## config.mk

```make
export PLATFORM = sky130hd
export DESIGN_NAME = disp_share_arb
export DESIGN_NICKNAME = d
export VERILOG_FILES = /design/src/rtl/disp_arb_pkg.sv /design/src/rtl/disp_tick_gen.sv /design/src/rtl/disp_share_arb.sv
export SDC_FILE = /design/constraint.sdc
export NUM_CORES = 1
export LEC_CHECK = 0
export ABC_AREA = 1
export CORE_MARGIN = 1
export CORE_UTILIZATION = 44
export CTS_CLUSTER_DIAMETER = 100
export CTS_CLUSTER_SIZE = 24
export DETAILED_ROUTE_END_ITERATION = 12
export PLACE_DENSITY = 0.78
export SETUP_SLACK_MARGIN = 0.2
export SYNTH_ARGS = -nofsm -noshare
export SYNTH_HDL_FRONTEND = slang
export SYNTH_SLANG_ARGS = --single-unit
```

## constraint.sdc

```tcl
create_clock -name i_clk -period 2.15 [get_ports i_clk]
set_input_delay 0.43 -clock i_clk [delete_from_list [all_inputs] [get_ports i_clk]]
set_output_delay 0.43 -clock i_clk [all_outputs]
set_load 0.02 [all_outputs]
```

## src/rtl/disp_arb_pkg.sv

```systemverilog
// Shared types and helpers for the display-sharing arbiter.
package disp_arb_pkg;

  typedef enum logic {
    IDLE = 1'b0,
    HOLD = 1'b1
  } state_e;

  localparam logic [6:0] BLANK_ALL = 7'b1111111;

  // First pending index at or after ptr, wrapping modulo nreq; returns ptr if nothing pends.
  function automatic logic [2:0] next_rr(input logic [7:0] req, input logic [2:0] ptr,
                                         input int unsigned nreq);
    logic [2:0] idx;
    next_rr = ptr;
    for (int i = 7; i >= 0; i--) begin
      if (i < int'(nreq)) begin
        idx = 3'((int'(ptr) + i) % int'(nreq));
        if (req[idx]) next_rr = idx;
      end
    end
  endfunction

endpackage

```

## src/rtl/disp_tick_gen.sv

```systemverilog
// Free-running prescaler producing a one-cycle tick each time the count wraps.
module disp_tick_gen #(
  parameter int unsigned PRESCALE = 50000
) (
  input  logic i_clk,
  input  logic i_rst,
  output logic o_tick
);

  localparam int unsigned CW = $clog2(PRESCALE);

  logic [CW-1:0] cnt_q;

  assign o_tick = (cnt_q == CW'(PRESCALE - 1));

  always_ff @(posedge i_clk) begin
    if (i_rst) begin
      cnt_q <= '0;
    end else if (o_tick) begin
      cnt_q <= '0;
    end else begin
      cnt_q <= cnt_q + CW'(1);
    end
  end

endmodule

```

## src/rtl/disp_share_arb.sv

```systemverilog
// Round-robin arbiter sharing one 4-digit hex display with a minimum per-grant dwell.
// Define DISP_ARB_PREEMPT_EN to let a rising request 0 preempt any other grant.
module disp_share_arb
  import disp_arb_pkg::*;
#(
  parameter int unsigned NREQ       = 4,
  parameter int unsigned PRESCALE   = 50000,
  parameter int unsigned HOLD_TICKS = 200
) (
  input  logic               i_clk,
  input  logic               i_rst,
  input  logic [NREQ-1:0]    i_req,
  input  logic [16*NREQ-1:0] i_value,
  output logic [NREQ-1:0]    o_gnt,
  output logic [3:0]         o_digit0,
  output logic [3:0]         o_digit1,
  output logic [3:0]         o_digit2,
  output logic [3:0]         o_digit3,
  output logic               o_blank,
  output logic               o_busy
);

  localparam int unsigned DW = $clog2(HOLD_TICKS + 1);

  state_e        state_q, state_d;
  logic [2:0]    idx_q, idx_d;
  logic [2:0]    rr_q, rr_d;
  logic [DW-1:0] dwell_q, dwell_d;
  logic [15:0]   digits_q, digits_d;
  logic          tick;
  logic [7:0]    req, req_others;
  logic          expired, preempt;
  logic [15:0]   slice [8];

  disp_tick_gen #(
    .PRESCALE(PRESCALE)
  ) u_tick (
    .i_clk (i_clk),
    .i_rst (i_rst),
    .o_tick(tick)
  );

  for (genvar k = 0; k < 8; k++) begin : g_slice
    if (k < NREQ) begin : g_used
      assign slice[k] = i_value[16*k +: 16];
    end else begin : g_pad
      assign slice[k] = '0;
    end
  end

  assign req        = 8'(i_req);
  assign req_others = req & ~(8'b1 << idx_q);
  assign expired    = (dwell_q == DW'(HOLD_TICKS));

`ifdef DISP_ARB_PREEMPT_EN
  logic req0_q;
  always_ff @(posedge i_clk) begin
    if (i_rst) req0_q <= 1'b0;
    else       req0_q <= i_req[0];
  end
  assign preempt = (state_q == HOLD) && (idx_q != 3'd0) && i_req[0] && !req0_q;
`else
  assign preempt = 1'b0;
`endif

  always_comb begin
    state_d = state_q;
    idx_d   = idx_q;
    rr_d    = rr_q;
    dwell_d = dwell_q;
    unique case (state_q)
      IDLE: begin
        dwell_d = '0;
        if (|req) begin
          state_d = HOLD;
          idx_d   = next_rr(req, rr_q, NREQ);
          rr_d    = 3'((int'(idx_d) + 1) % int'(NREQ));
        end
      end
      HOLD: begin
        if (tick && !expired) dwell_d = dwell_q + DW'(1);
        if (preempt) begin
          // Preemptive grant leaves rr_q alone so rotation resumes where it was.
          idx_d   = 3'd0;
          dwell_d = '0;
        end else if (!req[idx_q] || (expired && |req_others)) begin
          if (|req_others) begin
            idx_d   = next_rr(req_others, rr_q, NREQ);
            rr_d    = 3'((int'(idx_d) + 1) % int'(NREQ));
            dwell_d = '0;
          end else begin
            state_d = IDLE;
            dwell_d = '0;
          end
        end
      end
      default: state_d = IDLE;
    endcase
    digits_d = (state_d == HOLD) ? slice[idx_d] : digits_q;
  end

  always_ff @(posedge i_clk) begin
    if (i_rst) begin
      state_q  <= IDLE;
      idx_q    <= '0;
      rr_q     <= '0;
      dwell_q  <= '0;
      digits_q <= '0;
    end else begin
      state_q  <= state_d;
      idx_q    <= idx_d;
      rr_q     <= rr_d;
      dwell_q  <= dwell_d;
      digits_q <= digits_d;
    end
  end

  always_comb begin
    o_gnt = '0;
    for (int k = 0; k < int'(NREQ); k++) begin
      o_gnt[k] = (state_q == HOLD) && (idx_q == 3'(k));
    end
  end

  assign o_busy   = (state_q == HOLD);
  assign o_blank  = !o_busy;
  assign o_digit0 = digits_q[15:12];
  assign o_digit1 = digits_q[11:8];
  assign o_digit2 = digits_q[7:4];
  assign o_digit3 = digits_q[3:0];

endmodule

```

==> summary.txt <==
Status
  – Outcome: complete, but fails checks
  – Failing checks: setup timing

Synthesis
  – Mapped Cells: 481
  – Mean post-synth cell area: 6.724 sq um
  – Post-synth top area cell: dfxtp_1
  – Synthesized cell area: 0.003234 sq mm
  – Ys Warns: 0
  – Post-synthesis sequential area ratio: 0.2847
  – Synth Area in Simple Gates: 0.4677
  – Synth top area share: 0.2847
  – Xor/xnor share of the synthesized area: 0.02166
  – Synth Area in Adders: 0.01161
  – Main combinational cell family by area after synthesis: simple AND/OR/NAND/NOR gates
  – Synth top area cells: dfxtp_1, nand3_1, nand2_1, nand3_2, inv_1
  – Flops & latches, synth: 46
  – Count leader, synth: nand2_1
  – FFs w/ async S/R, synth: 0
  – Post-synth EDFFs: 0
  – Synth cell types: 39
  – Mux share of post-synthesis cell area: 0
  – Synth cell count leaders: nand2_1, nand3_1, dfxtp_1, inv_1, nor2_1
  – Complex-gate fraction of the synthesized area: 0.09014
  – Most used DFF post-synth: dfxtp_1
  – Net count after synthesis: 554

GRT
  – GRT Total Usage: 0.2871
  – Largest net degree at the start of global routing: 18
  – GR Overflow Total: 0
  – Vias in the first global route: 3,732
  – First-pass GRT wire length: 17,170 microns
  – Initial antenna violation count: 0

Timing
  – Worst relative slew slack: 0.6452
  – Final hold violations: 0
  – Final setup violation count: 16
  – WHS: 482.4 ps
  – Clock skew: 14.46 ps
  – Final Worst Setup Slack: -228.1 ps
  – Final slew viol count: 0
  – Crit share post-route: 1.106
  – Min cycle time layout: 2378 ps
  – Slew @ Worst Pin: 530.9 ps
  – Fmax: 0.4205 GHz
  – RSZ-0062 raised after global routing: true

Layout
  – Fin nets: 707
  – Number of diodes: 0
  – Area Overhead vs Synth: 63.71%
  – FILL cells: 433
  – Share of cells above drive strength 1: 0.3575

Setup path
  – Worst Setup Path Type: reg -> reg
  – Worst-path fanout max: 7
  – Worst endpoint data arrival time: 2620 ps
  – Worst Setup Start Kind: flip-flop
  – CP Data Required Time: 2390 ps
  – CP Capture Type: flip-flop

CTS
  – Worst-path clk slew: 90 ps
  – Inserted Clock Buffers: 5
  – Cts hold-fix bufs: 0
  – Worst skew pair latency: 320 ps
  – CTS root buffer: clkbuf_8
  – CTS sink cnt: 46
  – CTS tree: built
  – Longest Clk Path Bufs: 2
  – H-tree depth: 2

Power and ir drop
  – Switching power: 0.003306 W
  – Seq pwr share: 0.175
  – Pwr Total: 0.006964 W
  – Clock share of power: 0.086
  – Worst vdd ir: 0.001053 V
  – Combinational power share: 0.739
  – Internal: 0.003658 W
  – PD cells: 1315 mW/mm^2
  – Switching Share: 0.4747
  – Static leakage: 2.244 nW

Route
  – First drt pass iteration count: 5
  – Routed WL: 13,010 microns
  – Iteration-0 DRC Markers: 270
  – DRC Markers: 0
  – Antenna viol nets, final: 0
  – Wire length per cell: 17.80 microns
  – DR vias/cell: 5.751
  – Via count: 4,204

Floorplanning
  – Io pins: 92
  – Die X: 87.74 microns
  – Core area: 0.006944 sq mm
  – Cell row count: 30
  – Die area: 0.007697 sq mm
  – Die height: 87.74 microns
  – Starting density of the core: 0.4658

Min path
  – Worst hold path class: reg -> reg

Placement
  – IO buf count: 91
  – DP Worst Slack: -497.1 ps
  – GP Congestion: 0.8700
  – DP HPWL: 6963 microns

Run
  – Max cap viols: 0
-- what timing repair did --
action,in CTS,in global routing
endpoints found under the setup margin,28,43
pin swaps,9,36
gates cloned,4,1
setup buffers,17,8
resized for setup,51,88
-- path summary, 6_finish.rpt --
path	startpoint	endpoint	slack [ps]	depth (start not counted)
worst max register to register	dwell_q[1]	digits_q[5]	-230	15
worst max-delay path	dwell_q[1]	digits_q[5]	-230	15
worst min-delay path	digits_q[1]	digits_q[1]	480	2
worst min register to register	digits_q[1]	digits_q[1]	480	2
-- state kept, by name, indices dropped and copies added (netlist names) --
name          cells
digits_q         16
o_busy            1
rr_q              2
u_tick.cnt_q     16
dwell_q           8
idx_q             3
-- placed cells by master (no fill, tap or decap), types with 6 or more instances in the layout --
master and n:
nand2_1 100, clkdlybuf4s50_1 82, nand3_1 68, buf_4 56, nand3_2 42, dfxtp_1 37
nand2_2 29, inv_1 29, nor2_1 28, a21oi_1 20, inv_2 14, a21oi_2 12
buf_6 11, dlygate4sd2_1 8, nor3_1 7, nand3_4 6, clkbuf_8 6, dfxtp_2 6
-- power by group through the flow --
stage / logic (W) / registers (W) / clock network, W
global route: 0.00543 / 0.00123 / 0.000640
finish: 0.00515 / 0.00122 / 0.000602
detailed placement: 0.00367 / 0.00116 / 0
floorplan: 0.00244 / 0.00129 / 0
global placement: 0.00359 / 0.00116 / 0
CTS: 0.00429 / 0.00118 / 0.000582
-- per-stage QoR --
step	instance area, sq um	TNS (ps)	utilization	std cells
finish	5295	-2122	0.7625	731
global route	5295	-3836	0.7625	731
CTS	4900	0	0.7056	722
detailed placement	4449	-8667	0.6407	693
global placement	4449	-7551	0.6407	693
floorplan	3251	0	-	481
-- kinds of logic after synthesis --
group	after synthesis
adders and majority gates	3
xor gates and xnor gates	8
DFF	46
AOI/OAI and AO/OA	49
buffers and inverters	69
and+or+nand+nor	306
-- critical path, stage by stage (launching register included) --
cell	delay (ps)
dfxtp_2	330
inv_2	70
ha_4	130
inv_2	40
nor4_4	300
inv_1	100
o21ai_2	180
nand2_2	130
a21oi_2	200
nand2_4	120
nand2_8	130
buf_12	130
nand2_1	90
nand3_1	110
nand3_2	80
a21oi_1	160
-- per-layer routing --
layer | part of all wire | GRT usage | vias up
met5 | 0 | 0 | -
met4 | 0.064 | 0.1192 | 0
met3 | 0.074 | 0.04807 | 96
met2 | 0.50 | 0.5264 | 280
met1 | 0.36 | 0.3278 | 1927
li1 | - | - | 1901
-- layout make-up --
cell class                 instances  area, sq um  area share
multi-input combinational        367         2318      0.4379
timing repair buffer             166         1625      0.3069
sequential                        46        939.7      0.1775
inverter                          48        196.4     0.03710
tap                               96        120.1     0.02268
clock buffer                       7        86.33     0.01630
clock inverter                     1        8.758    0.001654
Note: power is estimated with default switching activity, not from simulation.
